**src/rtl/mem_arbiter_pkg.sv**
```systemverilog
// Shared types for the two-to-one memory arbiter: FSM states, requester
// identity and the latched memory request record.
package mem_arbiter_pkg;

  localparam int WIDTH    = 32;
  localparam int BE_WIDTH = WIDTH / 8;

  typedef enum logic [1:0] {
    ARB_IDLE = 2'd0,
    ARB_I    = 2'd1,
    ARB_D    = 2'd2
  } arb_state_t;

  typedef enum logic {
    ARB_SIDE_I = 1'b0,
    ARB_SIDE_D = 1'b1
  } arb_side_t;

  typedef struct packed {
    logic                read;
    logic                write;
    logic [BE_WIDTH-1:0] byte_enable;
    logic [WIDTH-1:0]    address;
    logic [WIDTH-1:0]    wdata;
  } mem_req_t;

  // Pack a requester's strobes into a request record. A side asserting read
  // and write together is illegal; it is resolved to a plain write so the
  // memory never sees both strobes at once.
  function automatic mem_req_t make_req(
    input logic                read,
    input logic                write,
    input logic [BE_WIDTH-1:0] byte_enable,
    input logic [WIDTH-1:0]    address,
    input logic [WIDTH-1:0]    wdata
  );
    mem_req_t r;
    r.read        = read & ~write;
    r.write       = write;
    r.byte_enable = byte_enable;
    r.address     = address;
    r.wdata       = wdata;
    return r;
  endfunction

endpackage

```
**src/rtl/mem_arbiter_req_latch.sv**
```systemverilog
// Holding register for the single outstanding memory request. Its contents
// drive the physical memory port directly, so clearing it drops the strobes.
module mem_req_latch
  import mem_arbiter_pkg::*;
(
  input  logic     clk,
  input  logic     rst,
  input  logic     load,
  input  logic     clear,
  input  mem_req_t d,
  output mem_req_t q
);

  // Clear has priority over load; the arbiter never asserts both together.
  always_ff @(posedge clk or negedge rst) begin
    if (!rst) begin
      q <= '0;
    end else if (clear) begin
      q <= '0;
    end else if (load) begin
      q <= d;
    end
  end

endmodule

```
**src/rtl/mem_arbiter.sv**
```systemverilog
// Two-to-one round-robin arbiter merging the fetch port and the LSQ port onto
// one physical memory port, with one transaction outstanding at a time.
module mem_arbiter
  import mem_arbiter_pkg::*;
#(
  parameter int width = WIDTH
) (
  input  logic                 clk,
  input  logic                 rst,

  input  logic                 i_mem_read,
  input  logic                 i_mem_write,
  input  logic [width/8-1:0]   i_mem_byte_enable,
  input  logic [width-1:0]     i_mem_address,
  input  logic [width-1:0]     i_mem_wdata,
  output logic                 i_mem_resp,
  output logic [width-1:0]     i_mem_rdata,

  input  logic                 lsq_mem_read,
  input  logic                 lsq_mem_write,
  input  logic [width/8-1:0]   lsq_mem_byte_enable,
  input  logic [width-1:0]     lsq_mem_address,
  input  logic [width-1:0]     lsq_mem_wdata,
  output logic                 lsq_mem_resp,
  output logic [width-1:0]     lsq_mem_rdata,

  output logic                 pmem_read,
  output logic                 pmem_write,
  output logic [width/8-1:0]   pmem_byte_enable,
  output logic [width-1:0]     pmem_address,
  output logic [width-1:0]     pmem_wdata,
  input  logic                 pmem_resp,
  input  logic [width-1:0]     pmem_rdata
);

  arb_state_t state;
  arb_side_t  last_grant;

  logic     req_i;
  logic     req_d;
  logic     grant_i;
  logic     grant_d;
  logic     idle;
  logic     busy;
  logic     load;
  logic     clear;
  mem_req_t req_in;
  mem_req_t req_q;

  assign idle = (state == ARB_IDLE);
  assign busy = (state == ARB_I) || (state == ARB_D);

  assign req_i = i_mem_read | i_mem_write;
  assign req_d = lsq_mem_read | lsq_mem_write;

  // On a tie the side that did not win last time is served; after reset
  // last_grant points at the LSQ so the fetcher wins the first tie.
  assign grant_i = req_i & (~req_d | (last_grant == ARB_SIDE_D));
  assign grant_d = req_d & ~grant_i;

  // Requests are only sampled while idle; anything a side does while the
  // other is being served is invisible until the FSM comes back to idle.
  assign load  = idle & (grant_i | grant_d);
  assign clear = busy & pmem_resp;

  // Select the winning side's request for loading into the holding register.
  always_comb begin
    req_in = '0;
    if (grant_i) begin
      req_in = make_req(i_mem_read, i_mem_write, i_mem_byte_enable,
                        i_mem_address, i_mem_wdata);
    end else if (grant_d) begin
      req_in = make_req(lsq_mem_read, lsq_mem_write, lsq_mem_byte_enable,
                        lsq_mem_address, lsq_mem_wdata);
    end
  end

  mem_req_latch u_req_latch (
    .clk   (clk),
    .rst   (rst),
    .load  (load),
    .clear (clear),
    .d     (req_in),
    .q     (req_q)
  );

  // Arbitration FSM and round-robin history. A completed transaction always
  // passes through idle for one cycle before the next grant.
  always_ff @(posedge clk or negedge rst) begin
    if (!rst) begin
      state      <= ARB_IDLE;
      last_grant <= ARB_SIDE_D;
    end else begin
      case (state)
        ARB_IDLE: begin
          if (grant_i) begin
            state      <= ARB_I;
            last_grant <= ARB_SIDE_I;
          end else if (grant_d) begin
            state      <= ARB_D;
            last_grant <= ARB_SIDE_D;
          end
        end
        ARB_I, ARB_D: begin
          if (pmem_resp) begin
            state <= ARB_IDLE;
          end
        end
        default: state <= ARB_IDLE;
      endcase
    end
  end

  // The physical port is a straight view of the holding register, so the
  // strobes vanish as soon as the register is reset or cleared.
  assign pmem_read        = req_q.read;
  assign pmem_write       = req_q.write;
  assign pmem_byte_enable = req_q.byte_enable;
  assign pmem_address     = req_q.address;
  assign pmem_wdata       = req_q.wdata;

  // Completion is steered by the current owner; a response arriving while
  // idle belongs to nobody and is dropped.
  assign i_mem_resp   = pmem_resp & (state == ARB_I);
  assign lsq_mem_resp = pmem_resp & (state == ARB_D);

  // Read data is shared; each requester qualifies it with its own resp.
  assign i_mem_rdata   = pmem_rdata;
  assign lsq_mem_rdata = pmem_rdata;

endmodule
```
**config.mk**
```make
export PLATFORM = sky130hd
export DESIGN_NAME = mem_arbiter
export DESIGN_NICKNAME = d
export VERILOG_FILES = /design/src/rtl/mem_arbiter_pkg.sv /design/src/rtl/mem_arbiter_req_latch.sv /design/src/rtl/mem_arbiter.sv
export SDC_FILE = /design/constraint.sdc
export NUM_CORES = 1
export LEC_CHECK = 0
export CAP_MARGIN = 20
export CORE_ASPECT_RATIO = 1.2
export CORE_MARGIN = 5
export CORE_UTILIZATION = 32
export CTS_CLUSTER_SIZE = 28
export DETAILED_ROUTE_END_ITERATION = 8
export GPL_TIMING_DRIVEN = 0
export PLACE_DENSITY_LB_ADDON = 0.08
export SLEW_MARGIN = 20
export SYNTH_ARGS = -nofsm -noshare
export SYNTH_HDL_FRONTEND = slang
export SYNTH_SLANG_ARGS = --single-unit
```
**constraint.sdc**
```tcl
create_clock -name clk -period 1.78 [get_ports clk]
set_clock_uncertainty 0.05 [all_clocks]
set_input_delay 0.356 -clock clk [delete_from_list [all_inputs] [get_ports clk]]
set_output_delay 0.356 -clock clk [all_outputs]
set_load 0.05 [all_outputs]
```
; ---- After elaboration in Yosys (flattened, before gate mapping)
; Index checks and enable logic that the tools add are counted.
[totals]
regBits = 73
inputBits = 175
elab_cells = 44
[classes]
reduce_logical = 7
mux = 10
bitwise_logic = 16
n_eq_ne = 4
[ops]
columns = cell, n
row1 = 70-bit two-way mux, 4
row2 = 1-bit bitwise AND, 8
row3 = 2-bit two-way mux, 3
row4 = 1-bit inverter, 4
row5 = 1-bit OR, 4
row6 = 2-bit case mux with 2 select lines, 1
row7 = 2-bit AND reduction, 2
row8 = 2-bit nonzero test, 2
row9 = 3-bit inequality test (second input constant), 1
row10 = 2-bit by 1-bit equality test with 1-bit output (second input constant), 1
row11 = 2-bit equality test (second input constant), 1
row12 = 2-bit zero test, 1
row13 = 1-bit two-way mux, 2
row14 = 2-bit inequality test (second input constant), 1
row15 = 2-bit OR reduction, 1
row16 = 1-bit logical OR, 1

; ---- Longest topological paths before layout
; Gate-level depths: netlist of run 1.
[logic_depth]
word_depth = 10
ltp_mapped = 7

; ---- Hierarchy
; Synthesis of run 1 repeated with hierarchy kept, for this count alone.
[hier_totals]
hier_cells = 409
area_unflattened_um2 = 4295.4
[modules_own_cells]
columns = module, n_inst, cells_each, area_per_inst_um2, seq_area_each_um2
row1 = mem_req_latch, 1, 226, 2862.7, 1751.7
row2 = mem_arbiter, 1, 183, 1432.6, 76.3

; ---- Worst setup path before layout of run 1
; OpenSTA, ideal clock, no wires.
[synth_timing]
path_type = register to register
from = reg state[0]
to = reg u_req_latch.q[56] (netlist bit)
setup_time_ns = 0.078
t_arrival_ns = 1.617
path_slack_ns = 0.036
stages_incl_launch_ff = 8
synth_period_minus_slack_ns = 1.744
path_buffers = 2
path_cell_list = dfrtp_1 > inv_1 > ha_1 > o41a_1 > buf_2 > clkbuf_1 > o21ai_0 > a21oi_1
[synth_between]
elab_chain_len = 4
elab_cells_between_ends = 8
[synth_rtl]
columns = item, line
row1 = "start, declared", mem_arbiter.sv:36  ; arb_state_t state;
row2 = "start signal, assigned", mem_arbiter.sv:91  ; state <= ARB_IDLE;
row3 = "start signal, assigned", mem_arbiter.sv:97  ; state <= ARB_I;
row4 = "start signal, assigned", mem_arbiter.sv:100  ; state <= ARB_D;
row5 = 2-bit by 1-bit equality test with 1-bit output / 2-bit equality test (equally long branches), mem_arbiter.sv:51  ; assign busy = (state == ARB_I) || (state == ARB_D);
row6 = 1-bit logical OR, mem_arbiter.sv:51
row7 = 1-bit bitwise AND, mem_arbiter.sv:64  ; assign clear = busy & pmem_resp;
row8 = 70-bit two-way mux / 2-bit nonzero test (equally long branches), --
row9 = "end signal, assigned", mem_arbiter_req_latch.sv:17  ; q <= '0;
row10 = "end signal, assigned", mem_arbiter_req_latch.sv:19  ; q <= '0;
row11 = "end signal, assigned", mem_arbiter_req_latch.sv:21  ; q <= d;
row12 = "end, declared", mem_arbiter_req_latch.sv:11  ; output mem_req_t q
; Several ways; a longest one is shown, not always the timed one.
; A chain may end at the register's enable or synchronous reset.

; ---- Worst setup path in the final report of run 1
[layout_timing]
from = reg last_grant
to = reg u_req_latch.q[60] (netlist bit)
[layout_between]
elab_chain_len = 8
elab_cells_between_ends = 11
[layout_rtl]
columns = item, line
row1 = "start, declared", mem_arbiter.sv:37  ; arb_side_t last_grant;
row2 = "start signal, assigned", mem_arbiter.sv:92  ; last_grant <= ARB_SIDE_D;
row3 = "start signal, assigned", mem_arbiter.sv:98  ; last_grant <= ARB_SIDE_I;
row4 = "start signal, assigned", mem_arbiter.sv:101  ; last_grant <= ARB_SIDE_D;
row5 = 1-bit OR (*), mem_arbiter.sv:58  ; assign grant_i = req_i & (~req_d | (last_grant == ARB_SIDE_D));
row6 = 1-bit bitwise AND (*), mem_arbiter.sv:58
row7 = 1-bit inverter, mem_arbiter.sv:59  ; assign grant_d = req_d & ~grant_i;
row8 = 1-bit bitwise AND, mem_arbiter.sv:59
row9 = 70-bit two-way mux, mem_arbiter.sv:72  ; end else if (grant_d) begin
row10 = 70-bit two-way mux, mem_arbiter.sv:69  ; if (grant_i) begin
row11 = 70-bit two-way mux, mem_arbiter_req_latch.sv:20  ; end else if (load) begin
row12 = 70-bit two-way mux, mem_arbiter_req_latch.sv:18  ; end else if (clear) begin
; Mark *: on every way between the ends. The rest lies on a longest branch, timed or not. The select of a mux whose other input is x is not followed.

==> metrics.md, run 1 <==
| Metric | Value |
|---|---|
| Top_reg_cell synth | dfrtp_1 |
| Row count | 46 |
| Pwr per Cell Area | 1820 nW/um^2 |
| Initial antenna violation count | 0 |
| Seq/Total Area, Yosys | 42.32% |
| Latest clock arrival within the worst-skew pair | 330 ps |
| Total gr overflow | 0 |
| Ant. Diodes | 0 |
| CP startpoint kind | flip-flop |
| Max-cap violations | 0 |
| Hold WC Path Type | in -> reg |
| Most common cell after layout, fill and taps aside | clkdlybuf4s50_1 |
| VDD IR max | 0.001191 V |
| Post-synthesis cell type count | 30 |
| FFs w/ async S/R, synth | 100.0% |
| Wirelength per Cell | 19.28 um |
| Sequential power share | between 20% and 30% |
| Hold Vio Cnt, Final | 0 |
| Syn Area/Cell | 8.570 um^2 |
| Crit Path Class | reg -> reg |
| Via density | approximately 5.2 |
| Top-level I/O count | between 300 and 400 |
| Clock Power Share | ~15% |
| Synthesized-area fraction occupied by adder cells | 0.8691% |
| Commonest non-fill, non-tap cells in the layout | 201 x clkdlybuf4s50_1, 72 x nand3_1, 72 x dfrtp_1 |
| RSZ-0062 raised after global routing | no |
| Final Setup Violations | 0 |
| Initial DRT Pass Iterations | 7 |
| Port Buffers | 274 |
| Simple-Gate Fraction of Synth Area | 10.92% |
| # clock sinks | 73 |
| Syn_nets | 682 |
| Area fraction of the dominant cell type after synthesis | 41.71% |
| Routed wire length | 18620 um |
| Initial DRC count | 285 |
| Total CTS buffers | 9 |
| Total power | 13.92 mW |
| DIE WIDTH | around 120 um |
| Fmax | 572.7 MHz |
| DRC | 0 |
| WP data required | 1940 ps |
| Slew Viols, Final | 0 |
| Warnings from Yosys | 0 |
| Xor and xnor area share after synthesis | 0% |
| Hpwl dp | 14570 um |
| Worst reg-to-reg setup slack | 30 ps |
| Status | completed |
| Top cells by area, synth | dfrtp_1 42%, buf_4 11%, a31oi_1 9.8%, nand3_1 8.3%, a21oi_1 8.0% |
| H-tree lvl count | 3 |
| Worst-Margin Slew | 945.0 ps |
| Vias in the first global route | approximately 5000 |
| Max Root-Sink Buffers | 2 |
| Total track usage | 22.22% |
| Critical Path Fanout Max | 10 |
| Clock Pin Slew Worst Setup and Hold Paths | 60 ps |
| Internal | 6.719 mW |
| Largest net degree at the start of global routing | 42 |
| Leakage | 3.345 nW |
| Root buf cell | clkbuf_16 |
| Gate power share | 63.3% |
| Cell taking the most area after synthesis | dfrtp_1 |
| Post-synthesis mux area share | 0% |
| Die Span Y | 137.3 um |
| Arr. time, crit path | 1910 ps |
| Via count | between 5000 and 6000 |
| Post-Syn Instances | roughly 500 |
| Layout area overhead | 77.00% |
| Setup crit end kind | flip-flop |
| Die ar. | 15930 um^2 |
| First-pass GRT wire length | 27760 um |
| Layout cells sized above 1 | 17.79% |
| Switching share of power | about half |
| Starting Density | 32.63% |
| CTS tree | done |
| EDFF count, synth | 0 |
| Sw Pwr | 7.197 mW |
| Largest family of logic cells by synthesized area | compound AO/OA/AOI/OAI gates |
| Core ar. | between 10000 and 15000 um^2 |
| GP Congestion | 0.8577 |
| Layout Utilization | 57.75% |
| Compound-gate portion of the synthesized area | 27.84% |
| Fin nets | slightly below 1000 |
| Fin crit period | 1746 ps |
| Period utilization | 98.10% |
| Mapped cell area | 4319 um^2 |
| Slew headroom | 36.78% |
| Detail Route Antenna Nets | 0 |
| Synthesized flop and latch total | between 70 and 80 |
worst paths after layout:
kind,start,end,cells past startpoint
min in group asynchronous,rst,u_req_latch.q[27],2
min,lsq_mem_write,u_req_latch.q[68],3
max reg2reg,last_grant,u_req_latch.q[60],5
min reg2reg,last_grant,last_grant,2
max,last_grant,u_req_latch.q[60],5
max in group asynchronous,rst,last_grant,3
power groups by stage:
| stage | sequential [mW] | clock, mW | combinational (mW) |
|---|---|---|---|
| 5_1_grt | 3.06 | 2.27 | 9.45 |
| 3_3_place_gp | 2.97 | 0 | 9.08 |
| 4_1_cts | 2.95 | 2.19 | 8.80 |
| 3_5_place_dp | 3.00 | 0 | 9.21 |
| 2_1_floorplan | 5.72 | 0 | 3.28 |
| 6_report | 2.95 | 2.15 | 8.81 |
cell usage after synthesis (2+ instances only):
library cell,instances
or2_2,3
a31oi_1,68
buf_4,65
nand3_1,72
and2_1,3
a21oi_1,69
buf_6,8
o21ai_1,5
ha_1,3
dfrtp_1,72
nand2_1,7
clkbuf_1,29
o21ai_0,66
inv_1,2
buf_2,16
o211ai_1,2
critical path, cell delays in order (launching register included):
cell	delay, ps
dfstp_2	580
o21ai_1	210
clkbuf_4	280
buf_2	210
a31oi_1	200
a21oi_1	90
routing by layer:
layer  global-route usage (%)  part of all wire [%]  up-vias
li1                         -                     -     2362
met1                    25.10                    36     2384
met2                    38.80                    51      259
met3                    8.919                    11       23
met4                    5.867                   1.9        0
met5                        0                     0        -
final cells by class:
type / instances / area (um^2)
flip-flops and latches: 73 / 1828
repair buffers: 278 / 2700
plain buffers: 119 / 814.5
well taps: 168 / 210.2
clock inverters: 6 / 115.1
inverters: 2 / 7.507
fillers: 1237 / 5593
multi-input cells: 310 / 1730
clock buffers: 10 / 239.0
timing repair:
action | CTS | global route
hold buffers | 1 | 0
resized for setup | 104 | 20
setup endpoints to repair | 145 | 64
endpoints found under the hold margin | 32 | 0
setup buffers | 1 | 1
sequential cells by signal, indices dropped and copies added, names as in the netlist:
signal and flops:
last_grant 1, u_req_latch.q 70, state 2
stage by stage:
step	area, um^2	setup WS [ps]	instances	hold WS [ps]	TNS, ps
after floorplan	4319	35.53	504	10.41	0
after global placement	7272	-2386	946	455.0	-193290
after detailed placement	7289	-551.5	947	287.7	-22170
after CTS	7615	-129.1	965	332.6	-134.4
after global routing	7645	0.7170	966	379.9	0
final	7645	33.82	966	333.6	0
cells by family after synthesis:
kind of cell             after synthesis
buffers and inverters                121
flip-flops                            73
adder cells (fa/ha/maj)                3
AO/OA/AOI/OAI                        215
AND/OR/NAND/NOR                       92
Note: power is estimated with default switching activity, not from simulation.
==> run 2: changes to the inputs <==
--- a/config.mk
+++ b/config.mk
@@ -13,6 +13,7 @@
 export DETAILED_ROUTE_END_ITERATION = 8
 export GPL_TIMING_DRIVEN = 0
 export PLACE_DENSITY_LB_ADDON = 0.08
+export SKIP_LAST_GASP = 1
 export SLEW_MARGIN = 20
 export SYNTH_ARGS = -nofsm -noshare
 export SYNTH_HDL_FRONTEND = slang
==> metrics.md, run 2 (synthesis gave the netlist of run 1 again) <==
| Metric | Value |
|---|---|
| Detail Route Antenna Nets | 0 (unchanged) |
| GP Congestion | 0.8577 (unchanged) |
| Total gr overflow | 0 (unchanged) |
| Period utilization | 98.13% (about the same) |
| Max-cap violations | 0 (unchanged) |
| Layout area overhead | 76.91% (about the same) |
| Max Root-Sink Buffers | 2 (unchanged) |
| Setup crit end kind | flip-flop |
| Port Buffers | 274 (unchanged) |
| DP Worst Slack | -551.5 ps (unchanged) |
| Initial DRC count | 285 (unchanged) |
| WP data required | 1940 ps (about the same) |
| Largest net degree at the start of global routing | 42 (unchanged) |
| RSZ-0062 raised after global routing | yes |
| Most common cell after layout, fill and taps aside | clkdlybuf4s50_1 |
| Fillers | 1237 (unchanged) |
| Registers with the most flip-flops | u_req_latch.q x70, state x2, last_grant x1 |
| VDD IR max | 0.001191 V (about the same) |
| Hold WC Path Type | in -> reg |
| Total track usage | 22.22% (unchanged) |
| Starting Density | 32.63% (unchanged) |
| Total CTS buffers | 9 (unchanged) |
| Fin crit period | 1747 ps (+0.4547 ps) |
| DRC | 0 (unchanged) |
| Setup TNS | 0 ps (unchanged) |
| First-pass GRT wire length | 27760 um (unchanged) |
| CP startpoint kind | flip-flop |
| Leakage | 3.344 nW (about the same) |
| Core ar. | 13240 um^2 (unchanged) |
| Via count | 5029 (+0.020%) |
| Arr. time, crit path | 1910 ps (about the same) |
| H-tree lvl count | 3 (unchanged) |
| Max reg flops | 70 (unchanged) |
| Slew Viols, Final | 0 (unchanged) |
| Hpwl dp | 14570 um (unchanged) |
| DIE WIDTH | 116.1 um (unchanged) |
| # clock sinks | 73 (unchanged) |
| Routed wire length | 18620 um (about the same) |
| Via density | 5.206 (about the same) |
| Largest register by flop count | u_req_latch.q |
| Crit Path Class | reg -> reg |
| Layout Utilization | 57.72% (about the same) |
| Initial antenna violation count | 0 (unchanged) |
| Clock Pin Slew Worst Setup and Hold Paths | 60 ps (about the same) |
| Die ar. | 15930 um^2 (unchanged) |
| Initial DRT Pass Iterations | 7 (unchanged) |
| Pwr per Cell Area | 1821 nW/um^2 (about the same) |
| Ant. Diodes | 0 (unchanged) |
| Layout cells sized above 1 | 17.79% (unchanged) |
| Fin nets | 971 (unchanged) |
| Root buf cell | clkbuf_16 |
| CTS tree | done |
| Hold Vio Cnt, Final | 0 (unchanged) |
| Top-level I/O count | 311 (unchanged) |
| Status | completed |
| Slew headroom | 36.78% (unchanged) |
| Fmax | 572.5 MHz (about the same) |
| Worst reg-to-reg setup slack | 30 ps (about the same) |
| Worst-Margin Slew | 945.0 ps (unchanged) |
| Latest clock arrival within the worst-skew pair | 330 ps (about the same) |
| Row count | 46 (unchanged) |
| PnR worst setup slack | 33.37 ps (-0.4547 ps) |
| Commonest non-fill, non-tap cells in the layout | 201 x clkdlybuf4s50_1, 72 x buf_4, 72 x nand3_1, 72 x dfrtp_1, 70 x dlygate4sd2_1 |
| Final Setup Violations | 0 (unchanged) |
| Critical Path Fanout Max | 10 (unchanged) |
| Die Span Y | 137.3 um (unchanged) |
| Wirelength per Cell | 19.28 um (about the same) |
| Vias in the first global route | 5137 (unchanged) |
-- run 2: cell counts in the layout (fill, tap and decap cells not counted) --
Identical to the previous run, type by type.
-- run 2: metrics by stage --
stage / area [um^2] / hold WS [ps] / power (mW) / instances
floorplan: 4319 / 10.41 / 8.997 / 504
global placement: 7272 / 455.0 / 12.05 / 946
detailed placement: 7289 / 287.7 / 12.21 / 947
CTS: 7615 / 332.6 / 13.94 / 965
global route: 7641 / 379.9 / 14.77 / 966
finish: 7641 / 333.6 / 13.91 / 966
-- run 2: layer usage --
layer / vias to the layer above / share of wire [%] / GRT usage, %
met5: - / 0 / 0
met4: 0 / 1.9 / 5.867
met2: 256 / 51 / 38.80
met1: 2386 / 36 / 25.10
met3: 25 / 11 / 8.919
li1: 2362 / - / -
-- run 2: worst max-delay path, cell delays in order (launching register included) --
cell	delay, ps
dfstp_2	580
o21ai_1	210
clkbuf_4	280
buf_2	210
a31oi_1	200
a21oi_1	90
-- run 2: final timing paths --
kind                            cells past startpoint                end          start
worst max-delay path                                5  u_req_latch.q[60]     last_grant
max in group asynchronous                           3         last_grant            rst
worst min register to register                      2         last_grant     last_grant
worst min-delay path                                3  u_req_latch.q[68]  lsq_mem_write
min in group asynchronous                           2  u_req_latch.q[27]            rst
worst max register to register                      5  u_req_latch.q[60]     last_grant
-- run 2: layout make-up --
class	count	area (um^2)	area share, %
Multi-Input combinational cell	310	1730	22.65
Timing Repair Buffer	278	2696	35.29
Clock inverter	6	115.1	1.506
Clock buffer	10	239.0	3.128
Buffer	119	814.5	10.66
Tap cell	168	210.2	2.751
Sequential cell	73	1828	23.92
Inverter	2	7.507	0.09825
-- run 2: timing repair --
item	CTS	global route
pin swaps	0	0
hold buffers	1	0
endpoints found under the hold margin	32	0
resized for setup	104	19
cloned	0	0
setup endpoints to repair	145	64
buffers inserted	1	1
-- run 2: power breakdown --
group	internal, mW	total (mW)	switching, mW
combinational	2.77	8.81	6.04
sequential	2.54	2.95	0.419
clock	1.41	2.15	0.736
total	6.72	13.9	7.20
==> run 3: changes to the inputs <==
--- a/config.mk
+++ b/config.mk
@@ -6,7 +6,6 @@
 export NUM_CORES = 1
 export LEC_CHECK = 0
 export CAP_MARGIN = 20
-export CORE_ASPECT_RATIO = 1.2
 export CORE_MARGIN = 5
 export CORE_UTILIZATION = 32
 export CTS_CLUSTER_SIZE = 28
@@ -17,4 +16,5 @@
 export SLEW_MARGIN = 20
 export SYNTH_ARGS = -nofsm -noshare
 export SYNTH_HDL_FRONTEND = slang
+export SYNTH_HIERARCHICAL = 1
 export SYNTH_SLANG_ARGS = --single-unit
==> metrics.md, run 3 <==
| Metric | Value |
|---|---|
| Fin nets | 881 (-9.3%) |
| Slowest stage delay, CP | 400 ps (-180 ps) |
| FFs w/ async S/R, synth | 100.0% (unchanged) |
| Routed wire length | 14690 um (-21%) |
| Register area | 1828 um^2 (unchanged) |
| Wl on met1 | 5901 um (-11%) |
| Total track usage | 17.98% (-4.2 points) |
| Most common cell after layout, fill and taps aside | clkdlybuf4s50_1 |
| Seq/Total Area, Yosys | 42.56% (+0.23 points) |
| Max reg flops | 70 (unchanged) |
| RSZ-0062 raised after global routing | yes |
| Dpl cells | 864 (-8.8%) |
| Clock Pin Slew Worst Setup and Hold Paths | 60 ps (about the same) |
| Xor and xnor area share after synthesis | 0% (unchanged) |
| Worst reg-to-reg setup slack | 80 ps (+50 ps) |
| Mapped cell area | 4295 um^2 (-0.55%) |
| First-pass GRT wire length | 22870 um (-18%) |
| Max-cap violations | 0 (unchanged) |
| Largest family of logic cells by synthesized area | buffers and inverters |
| Total gr overflow | 0 (unchanged) |
| Initial antenna violation count | 2 (+2) |
| Registers with the most flip-flops | u_req_latch/q x70, state x2, last_grant x1 |
| CP startpoint kind | flip-flop |
| Clock Power Share | 14.1% (-1.3 points) |
| Area fraction of the dominant cell type after synthesis | 41.95% (+0.23 points) |
| Via count | 4000 (-20%) |
| Fillers | 1253 (+1.3%) |
| EDFF count, synth | 0 (unchanged) |
| Initial DRT Pass Iterations | 4 (-3) |
| # clock sinks | 73 (unchanged) |
| Starting Density | 32.56% (-0.063 points) |
| VDD IR max | 0.0006909 V (-42%) |
| Via density | 4.520 (-13%) |
| DR WL met2 | 7396 um (-22%) |
| Critical Path Fanout Max | 3 (-7) |
| DRC | 0 (unchanged) |
| Hold Vio Cnt, Final | 0 (unchanged) |
| DP Worst Slack | -915.7 ps (-364.2 ps) |
| Slew headroom | 63.42% (+27 points) |
| WP data required | 1370 ps (-570 ps) |
| Die Span Y | 125.9 um (-8.3%) |
| Internal | 6.433 mW (-4.2%) |
| Fin crit period | 1735 ps (-11.77 ps) |
| Layout Utilization | 57.98% (+0.26 points) |
| Compound-gate portion of the synthesized area | 15.55% (-12 points) |
| Root buf cell | clkbuf_16 |
| Port Buffers | 278 (+1.5%) |
| Synthesized flop and latch total | 73 (unchanged) |
| Warnings from Yosys | 6 (+6) |
| GP Congestion | 0.7744 (-9.7%) |
| Largest net degree at the start of global routing | 42 (unchanged) |
| Gate power share | 64.0% (+0.7 points) |
| Post-Syn Instances | 409 (-19%) |
| Slew Viols, Final | 0 (unchanged) |
| Worst hold margin | 460.2 ps (+126.6 ps) |
| Worst-Margin Slew | 550.9 ps (-394.1 ps) |
| Syn_nets | 587 (-14%) |
| Delay-heaviest family, CP | flip-flops |
| Status | completed |
| Die ar. | 15840 um^2 (-0.57%) |
| Row count | 42 (-8.7%) |
| Initial DRC count | 114 (-60%) |
| Worst path bufs/invs | 2 (unchanged) |
| Synth top cells by count | 74 x nor2_1, 72 x dfrtp_1, 70 x mux2i_1, 69 x a22o_1, 64 x buf_4 |
| Largest register by flop count | u_req_latch/q |
| Total power | 12.62 mW (-9.3%) |
| Switching share of power | 49.03% (-2.7 points) |
| Syn Area/Cell | 10.50 um^2 (+23%) |
| Cell taking the most area after synthesis | dfrtp_1 |
| Setup crit end kind | primary output |
| Final Setup Violations | 0 (unchanged) |
| Total CTS buffers | 9 (unchanged) |
| Area of the multi-input gates | 1802 um^2 (+4.1%) |
| Post-synthesis mux area share | 16.31% (+16 points) |
| Simple-Gate Fraction of Synth Area | 8.360% (-2.6 points) |
| Fmax | 576.4 MHz (+0.68%) |
| Worst path cell trace | inv_1 > ha_1 > and2_1 > buf_4 |
| Area after DPL | 7316 um^2 (+0.36%) |
| H-tree lvl count | 3 (unchanged) |
| Latest clock arrival within the worst-skew pair | 320 ps (about the same) |
| Design Area, Final | 7647 um^2 (about the same) |
| Hold WC Path Type | in -> async |
| CTS tree | done |
| Highest metal used | met5 |
| Layout area overhead | 78.04% |
| Setup TNS | 0 ps (unchanged) |
| Metal3 WL | 1181 um (-43%) |
| Hpwl dp | 11680 um (-20%) |
| Most common cell in the synthesized netlist | nor2_1 |
| Pwr per Cell Area | 1650 nW/um^2 (-9.4%) |
| Commonest non-fill, non-tap cells in the layout | 201 x clkdlybuf4s50_1, 72 x nor2_1, 72 x dlygate4sd2_1, 72 x dfrtp_1, 71 x buf_4 |
| DIE WIDTH | 125.9 um (+8.4%) |
| Top-level I/O count | 311 (unchanged) |
| PnR worst setup slack | 45.14 ps (+11.77 ps) |
| Max stage delay cell, worst path | dfrtp_1 |
| Post-synthesis cell type count | 27 (-10%) |
| Detail Route Antenna Nets | 0 (unchanged) |
| Sw Pwr | 6.188 mW (-14%) |
| Cell Count, Final, Fillers Out | 885 (-8.4%) |
| Core ar. | 13190 um^2 (-0.36%) |
| Crit Path Class | reg -> out |
| Arr. time, crit path | 1330 ps (-580 ps) |
| Vias in the first global route | 4345 (-15%) |
| Sequential power share | 21.9% (+0.7 points) |
| Wirelength per Cell | 16.59 um (-14%) |
| Synthesized-area fraction occupied by adder cells | 0.8739% (+0.0048 points) |
| Top cells by area, synth | dfrtp_1 42%, mux2i_1 16%, a22o_1 14%, buf_4 11%, nor2_1 6.5% |
| Leakage | 3.801 nW (+14%) |
| Max Root-Sink Buffers | 2 (unchanged) |
| Top_reg_cell synth | dfrtp_1 |
| Layout cells sized above 1 | 18.08% (+0.28 points) |
| Period utilization | 97.46% (-0.66 points) |
==> run 3: cell types whose count changed after synthesis, sizes merged, moves of 68 or more <==
cell   previous run  this run
a22o              0        69
nand3            72         0
nor2              1        74
a31oi            68         0
o21ai            71         1
mux2i             0        70
==> run 3: cells by family (layout without fill, tap and decap cells) <==
kind of cell,count (synthesis),count (layout)
buf+inv,97,396
simple gates,87,87
compound gates,79,79
flops,73,73
mux,70,70
fa+ha+maj,3,3
other cells,0,1
==> run 3: path summary, 6_finish.rpt <==
path                                     endpoint               from  depth (start not counted)
max in group asynchronous              last_grant                rst                          3
worst max-delay path                   i_mem_resp           state[1]                          4
worst min register to register  u_req_latch/q[50]  u_req_latch/q[50]                          2
min in group clk                u_req_latch/q[50]  u_req_latch/q[50]                          2
worst max register to register  u_req_latch/q[58]         last_grant                          7
worst min-delay path             u_req_latch/q[7]                rst                          2
==> run 3: power by group through the flow <==
stage	logic (mW)	registers, mW	clock network (mW)
floorplan	3.28	5.17	0
global placement	8.28	2.79	0
detailed placement	8.39	2.81	0
CTS	8.03	2.76	1.83
global route	8.59	2.87	1.91
finish	8.08	2.76	1.78
==> run 3: per-layer routing <==
layer	track usage, %	vias up
met1	21.22	1842
met4	4.921	2
li1	-	1957
met3	5.673	18
met5	0	-
met2	31.62	181
==> run 3: repair_timing <==
item                                    CTS  global route
pin swaps                                 1             0
hold buffers                              1             0
endpoints found under the setup margin  144            66
gates resized for setup                 103            23
endpoints found under the hold margin    32             0
setup buffers                             3             1
==> run 3: layout make-up <==
cell class,count,share of cell area (%)
timing repair buffer,284,35.90
sequential,73,23.90
multi-input combinational,239,23.56
buffer,94,9.670
clock buffer,13,3.665
tap,176,2.880
clock inverter,3,0.2945
inverter,2,0.09817
antenna,1,0.03272
